### src/rtl/ascon_pkg.sv
// Shared constants, FSM encoding and round-constant helper for the Ascon permutation.
// The S-box table documents the 5-bit substitution the bit-sliced logic implements.
package ascon_pkg;

    localparam int STATE_W = 320;
    localparam int WORD_W  = 64;
    localparam logic [3:0] MAX_ROUNDS = 4'd12;

    localparam logic [1:0] ST_IDLE = 2'd0;
    localparam logic [1:0] ST_RUN  = 2'd1;
    localparam logic [1:0] ST_DONE = 2'd2;

    typedef enum logic [1:0] {
        IDLE = ST_IDLE,
        RUN  = ST_RUN,
        DONE = ST_DONE
    } fsm_t;

    // Index is {x0,x1,x2,x3,x4} bit column, x0 as MSB.
    localparam logic [0:31][4:0] SBOX = {
        5'h04, 5'h0b, 5'h1f, 5'h14, 5'h1a, 5'h15, 5'h09, 5'h02,
        5'h1b, 5'h05, 5'h08, 5'h12, 5'h1d, 5'h03, 5'h06, 5'h1c,
        5'h1e, 5'h13, 5'h07, 5'h0e, 5'h00, 5'h0d, 5'h11, 5'h18,
        5'h10, 5'h0c, 5'h01, 5'h19, 5'h16, 5'h0a, 5'h0f, 5'h17
    };

    function automatic logic [7:0] round_const(input logic [3:0] r);
        return {4'hF - r, r};
    endfunction

endpackage

### src/rtl/ascon_round.sv
// One Ascon round: constant addition, bit-sliced S-box, linear diffusion layer.
// Purely combinational; round index selects the constant.
module ascon_round
    import ascon_pkg::*;
(
    input  logic [3:0]  rnd,
    input  logic [63:0] x0,
    input  logic [63:0] x1,
    input  logic [63:0] x2,
    input  logic [63:0] x3,
    input  logic [63:0] x4,
    output logic [63:0] y0,
    output logic [63:0] y1,
    output logic [63:0] y2,
    output logic [63:0] y3,
    output logic [63:0] y4
);

    function automatic logic [63:0] ror(input logic [63:0] v, input int n);
        return (v >> n) | (v << (64 - n));
    endfunction

    logic [63:0] a0, a2, a4;
    logic [63:0] t0, t1, t2, t3, t4;
    logic [63:0] c0, c1, c2, c3, c4;
    logic [63:0] b0, b1, b2, b3, b4;

    // Constant lands in the low byte of x2, ahead of the S-box input mixing.
    assign a0 = x0 ^ x4;
    assign a2 = x2 ^ {56'h0, round_const(rnd)} ^ x1;
    assign a4 = x4 ^ x3;

    assign t0 = ~a0 & x1;
    assign t1 = ~x1 & a2;
    assign t2 = ~a2 & x3;
    assign t3 = ~x3 & a4;
    assign t4 = ~a4 & a0;

    assign c0 = a0 ^ t1;
    assign c1 = x1 ^ t2;
    assign c2 = a2 ^ t3;
    assign c3 = x3 ^ t4;
    assign c4 = a4 ^ t0;

    assign b0 = c0 ^ c4;
    assign b1 = c1 ^ c0;
    assign b2 = ~c2;
    assign b3 = c3 ^ c2;
    assign b4 = c4;

    assign y0 = b0 ^ ror(b0, 19) ^ ror(b0, 28);
    assign y1 = b1 ^ ror(b1, 61) ^ ror(b1, 39);
    assign y2 = b2 ^ ror(b2, 1)  ^ ror(b2, 6);
    assign y3 = b3 ^ ror(b3, 10) ^ ror(b3, 17);
    assign y4 = b4 ^ ror(b4, 7)  ^ ror(b4, 41);

endmodule

### src/rtl/permutation_round_ctrl.sv
// Iterative Ascon p^a sequencer applying UNROLL rounds per clock; result after ceil(a/UNROLL) cycles.
// Single request in flight; result held until out_ready, new requests only accepted in IDLE.
module permutation_round_ctrl
    import ascon_pkg::*;
#(
    parameter int UNROLL = 1
) (
    input  logic        clk,
    input  logic        rst,
    input  logic        in_valid,
    output logic        in_ready,
    input  logic [3:0]  in_rounds,
    input  logic [63:0] in_x0,
    input  logic [63:0] in_x1,
    input  logic [63:0] in_x2,
    input  logic [63:0] in_x3,
    input  logic [63:0] in_x4,
    output logic        out_valid,
    input  logic        out_ready,
    output logic [63:0] out_x0,
    output logic [63:0] out_x1,
    output logic [63:0] out_x2,
    output logic [63:0] out_x3,
    output logic [63:0] out_x4,
    output logic        busy
);

    fsm_t                 fsm;
    logic [3:0]           r;
    logic [STATE_W-1:0]   st_q;
    logic [STATE_W-1:0]   s1;
    logic [STATE_W-1:0]   nxt;
    logic [3:0]           step;
    logic [3:0]           r_nxt;
    logic [3:0]           a_c;

    assign a_c   = (in_rounds > MAX_ROUNDS) ? MAX_ROUNDS : in_rounds;
    assign step  = (UNROLL == 2 && r <= 4'd10) ? 4'd2 : 4'd1;
    assign r_nxt = r + step;

    assign in_ready = (fsm == IDLE) && !rst;

    assign out_x0 = st_q[319:256];
    assign out_x1 = st_q[255:192];
    assign out_x2 = st_q[191:128];
    assign out_x3 = st_q[127:64];
    assign out_x4 = st_q[63:0];

    ascon_round u_round0 (
        .rnd (r),
        .x0  (st_q[319:256]),
        .x1  (st_q[255:192]),
        .x2  (st_q[191:128]),
        .x3  (st_q[127:64]),
        .x4  (st_q[63:0]),
        .y0  (s1[319:256]),
        .y1  (s1[255:192]),
        .y2  (s1[191:128]),
        .y3  (s1[127:64]),
        .y4  (s1[63:0])
    );

    generate
        if (UNROLL == 2) begin : g_unroll2
            logic [STATE_W-1:0] s2;

            ascon_round u_round1 (
                .rnd (r + 4'd1),
                .x0  (s1[319:256]),
                .x1  (s1[255:192]),
                .x2  (s1[191:128]),
                .x3  (s1[127:64]),
                .x4  (s1[63:0]),
                .y0  (s2[319:256]),
                .y1  (s2[255:192]),
                .y2  (s2[191:128]),
                .y3  (s2[127:64]),
                .y4  (s2[63:0])
            );

            // Odd round counts finish with a single round; skip the second stage.
            assign nxt = (step == 4'd2) ? s2 : s1;
        end else begin : g_unroll1
            assign nxt = s1;
        end
    endgenerate

    always_ff @(posedge clk) begin
        if (rst) begin
            fsm       <= IDLE;
            r         <= 4'd0;
            st_q      <= '0;
            out_valid <= 1'b0;
            busy      <= 1'b0;
        end else begin
            unique case (fsm)
                IDLE: begin
                    if (in_valid && in_ready) begin
                        st_q <= {in_x0, in_x1, in_x2, in_x3, in_x4};
                        r    <= MAX_ROUNDS - a_c;
                        busy <= 1'b1;
                        if (a_c == 4'd0) begin
                            fsm       <= DONE;
                            out_valid <= 1'b1;
                        end else begin
                            fsm <= RUN;
                        end
                    end
                end
                RUN: begin
                    st_q <= nxt;
                    r    <= r_nxt;
                    if (r_nxt >= MAX_ROUNDS) begin
                        fsm       <= DONE;
                        out_valid <= 1'b1;
                    end
                end
                DONE: begin
                    if (out_ready) begin
                        fsm       <= IDLE;
                        out_valid <= 1'b0;
                        busy      <= 1'b0;
                    end
                end
                default: fsm <= IDLE;
            endcase
        end
    end

endmodule

### config.mk
export PLATFORM = sky130hd
export DESIGN_NAME = permutation_round_ctrl
export DESIGN_NICKNAME = d
export VERILOG_FILES = /design/src/rtl/ascon_pkg.sv /design/src/rtl/ascon_round.sv /design/src/rtl/permutation_round_ctrl.sv
export SDC_FILE = /design/constraint.sdc
export NUM_CORES = 2
export LEC_CHECK = 0
export BUFFER_PORTS_ARGS = -buffer_cell sky130_fd_sc_hd__buf_2
export CAP_MARGIN = 10
export CORE_MARGIN = 8
export CORE_UTILIZATION = 40
export CTS_CLUSTER_SIZE = 10
export DETAILED_ROUTE_END_ITERATION = 12
export PLACE_DENSITY = 0.74
export SLEW_MARGIN = 40
export SYNTH_ARGS = -nofsm -noshare
export SYNTH_HDL_FRONTEND = slang
export SYNTH_SLANG_ARGS = --single-unit
### constraint.sdc
create_clock -name clk -period 3.3 [get_ports clk]
set_clock_uncertainty 0.15 [all_clocks]
set_input_delay 0.33 -clock clk [delete_from_list [all_inputs] [get_ports clk]]
set_output_delay 0.33 -clock clk [all_outputs]
set_load 0.03 [all_outputs]
==> flow_summary.yaml <==
sta:
  slew_viol_final: 0
  fin_crit_ns: 2.998
  tns_ns: 0
  setup_viol: 0
  fmaxAchievable_ghz: 0.3335
  tightest_slew_ns: 0.9629
  rsz0062_at_grt: "no"
  max_slew_margin_pct: 35.34
  hold_viol: 0
  fin_crit_sh_pct: 90.86
drt:
  dr.pass1.iters: 5
  routed_wl_um: 169700
  antenna_left: 0
  via_count: 31817
  wl_per_cell_um: 31.32
  dr.first_iter.drc_count: 4435
  wl_met2_um: 71450
  wl_met1_um: 62530
  met3_length_um: 20940
  top_layer_used: "met5"
  drt-vias-per-instance: 5.871
  drc_errors: 0
logic_synthesis:
  ys_ff_latch: 328
  ys.flop_type: "dfxtp_1"
  synth_edf_count: 0
  async_flop_share_pct: 0
  syn-num-nets: 3867
  mappedNetlistArea_um2: 29090
  avgSynthCellArea_um2: 8.534
  ys_warn_count: 0
  ys_types: 47
  ys_seq_area_share_pct: 22.57
  synthCells: 3409
global_route:
  grt_max_degree: 168
  grt_pass1_wl_um: 233700
  overflow: 0
  grt_pass1_vias: 30441
  grt_use_total_pct: 39.60
  antenna_found_initial: 4
clock_network:
  clk_path_buf_depth: 3
  cts_buffers: 44
  clk_pin_slew_worst_paths_ns: 0.06
  cts_tree: "yes"
  cts_root_buf: "clkbuf_16"
  clock-sinks: 328
  htree_levels: 2
  cts_resized: 0
  clk_latency_ns: 0.61
die:
  dieHeight_um: 285.7
  die_x_um: 285.7
  io_pins: 651
  core_area_um2: 72460
  start_util_pct: 40.15
  die_area_um2: 81620
  rows: 99
final_layout:
  fin_nets: 4888
  syn2layout_area_growth_pct: 33.91
  drive_gt1_share_pct: 26.14
critical_path:
  cp_max_fo: 4
  start_kind: "flip-flop"
  ff2ff_setup_slack_ns: 0.30
  worstPathRequired_ns: 3.63
  crit_type: "reg -> reg"
  reg2reg_from: "r[3]$_SDFFE_PP0P_"
  rr_endpoint: "st_q[118]$_SDFFE_PP0P_"
  critPathCaptureType: "flip-flop"
  arrival_ns: 3.33
  reg2reg_depth: 7
place:
  gp_congestion: 1.085
  io_buffers: 650
  hpwl_um: 136700
hold_path:
  hp-class: "in -> reg"
  holdPathStages: 5
  hold_start: "in_x2[29]"
  hold_end: "st_q[157]$_SDFFE_PP0P_"
flow_run:
  cap_violations: 0
run_status:
  run_status: "completed"
synthesized netlist by cell type (3+ instances only):
library cell | count | area, um2
clkbuf_1 | 130 | 488.0
inv_2 | 20 | 75.07
dfxtp_1 | 328 | 6566
maj3_2 | 24 | 270.3
xor2_2 | 29 | 471.7
o221a_1 | 9 | 101.4
a31oi_1 | 26 | 162.7
and4_1 | 23 | 201.4
a41oi_1 | 69 | 604.3
xnor2_2 | 83 | 1350
nor2_1 | 251 | 942.2
o21ai_0 | 120 | 600.6
o21a_1 | 3 | 22.52
o22ai_1 | 15 | 93.84
and3_1 | 24 | 150.1
or3_1 | 71 | 444.2
xnor2_1 | 587 | 5141
a211oi_1 | 177 | 1329
a21oi_1 | 136 | 680.7
nand2_1 | 364 | 1366
o21ai_1 | 26 | 130.1
buf_2 | 27 | 135.1
ha_1 | 130 | 1627
buf_1 | 21 | 78.83
xnor3_1 | 71 | 1599
inv_1 | 175 | 656.9
xor2_1 | 252 | 2207
a311oi_1 | 18 | 157.7
nand3_1 | 72 | 360.4
mux2i_1 | 4 | 40.04
a22oi_1 | 66 | 495.5
maj3_1 | 40 | 400.4
worst max-delay path by stage:
stage,cells after the start,end,from,slack (ns)
4_1_cts,7,st_q[116]$_SDFFE_PP0P_,r[1]$_SDFFE_PP0P_,0.38
2_1_floorplan,7,st_q[67]$_SDFFE_PP0P_,st_q[131]$_SDFFE_PP0P_,0.83
6_report,7,st_q[118]$_SDFFE_PP0P_,r[3]$_SDFFE_PP0P_,0.30
3_3_place_gp,7,st_q[116]$_SDFFE_PP0P_,st_q[254]$_SDFFE_PP0P_,0.30
3_5_place_dp,7,st_q[69]$_SDFFE_PP0P_,r[1]$_SDFFE_PP0P_,0.40
5_1_grt,7,st_q[118]$_SDFFE_PP0P_,r[3]$_SDFFE_PP0P_,0.29
registers in the layout, summed over array words and instances, names as in the netlist:
name and count:
busy 1, fsm 2, out_valid 1, r 4, st_q 320
metal layers:
layer,track usage [%],vias up
li1,-,13646
met1,49.17,15237
met2,59.35,2330
met3,10.89,598
met4,27.20,6
met5,0,-
placed cells by master (no fill, tap or decap), types with 69 or more instances in the layout:
cell type and n:
or3_1 71, buf_2 649, o21ai_0 120, nor2_1 250, dfxtp_1 328, dlygate4sd3_1 229, a41oi_1 69, buf_4 256
inv_1 175, xor2_1 251, xnor2_2 90, nand3_1 72, nand2_1 363, xnor2_1 580, a21oi_1 136, a211oi_1 177
xnor3_1 71, ha_1 130
through the flow:
stage | std cells | hold WS [ns] | area [um2] | setup WS, ns | util [%]
floorplan | 3409 | 0.3390 | 29090 | 0.8265 | -
global placement | 5111 | 0.3155 | 35150 | 0.3009 | 48.50
detailed placement | 5113 | 0.3245 | 35240 | 0.4050 | 48.63
CTS | 5415 | 0.001076 | 38910 | 0.3835 | 53.70
global route | 5416 | 0.009198 | 38950 | 0.2897 | 53.75
finish | 5419 | 0.01449 | 38960 | 0.3017 | 53.76
logic make-up after synthesis:
logic type,after synthesis,synth area share (%)
xor gates and xnor gates,1022,37.02
and+or+nand+nor,813,12.08
AOI/OAI and AO/OA,671,15.26
buffers and inverters,376,4.993
DFF,328,22.57
adders and majority gates,194,7.896
muxes,5,0.1849
final cells by class:
type	instances	area, um2
Clock inverter	12	126.4
Inverter	196	737.0
Tap cell	959	1200
Fill cell	6805	33510
Clock buffer	61	1256
Sequential cell	328	6566
Antenna cell	3	7.507
Multi-Input combinational cell	2705	21170
Timing Repair Buffer	1155	7891
what timing repair did:
item                      in CTS  in global routing
hold endpoints to repair     230                  0
buffers inserted               0                  0
hold buffers                 229                  0
worst max-delay path, stage by stage, from the launching register on:
cell	delay [ns]
dfxtp_1	0.37
xnor2_1	0.35
ha_1	0.31
xnor2_1	0.58
xnor2_1	0.43
xnor3_1	0.54
nand2_1	0.08
a21oi_1	0.06
Power is not shown: default switching activity piles up to over one toggle a cycle in this logic, so the estimate is an artifact.
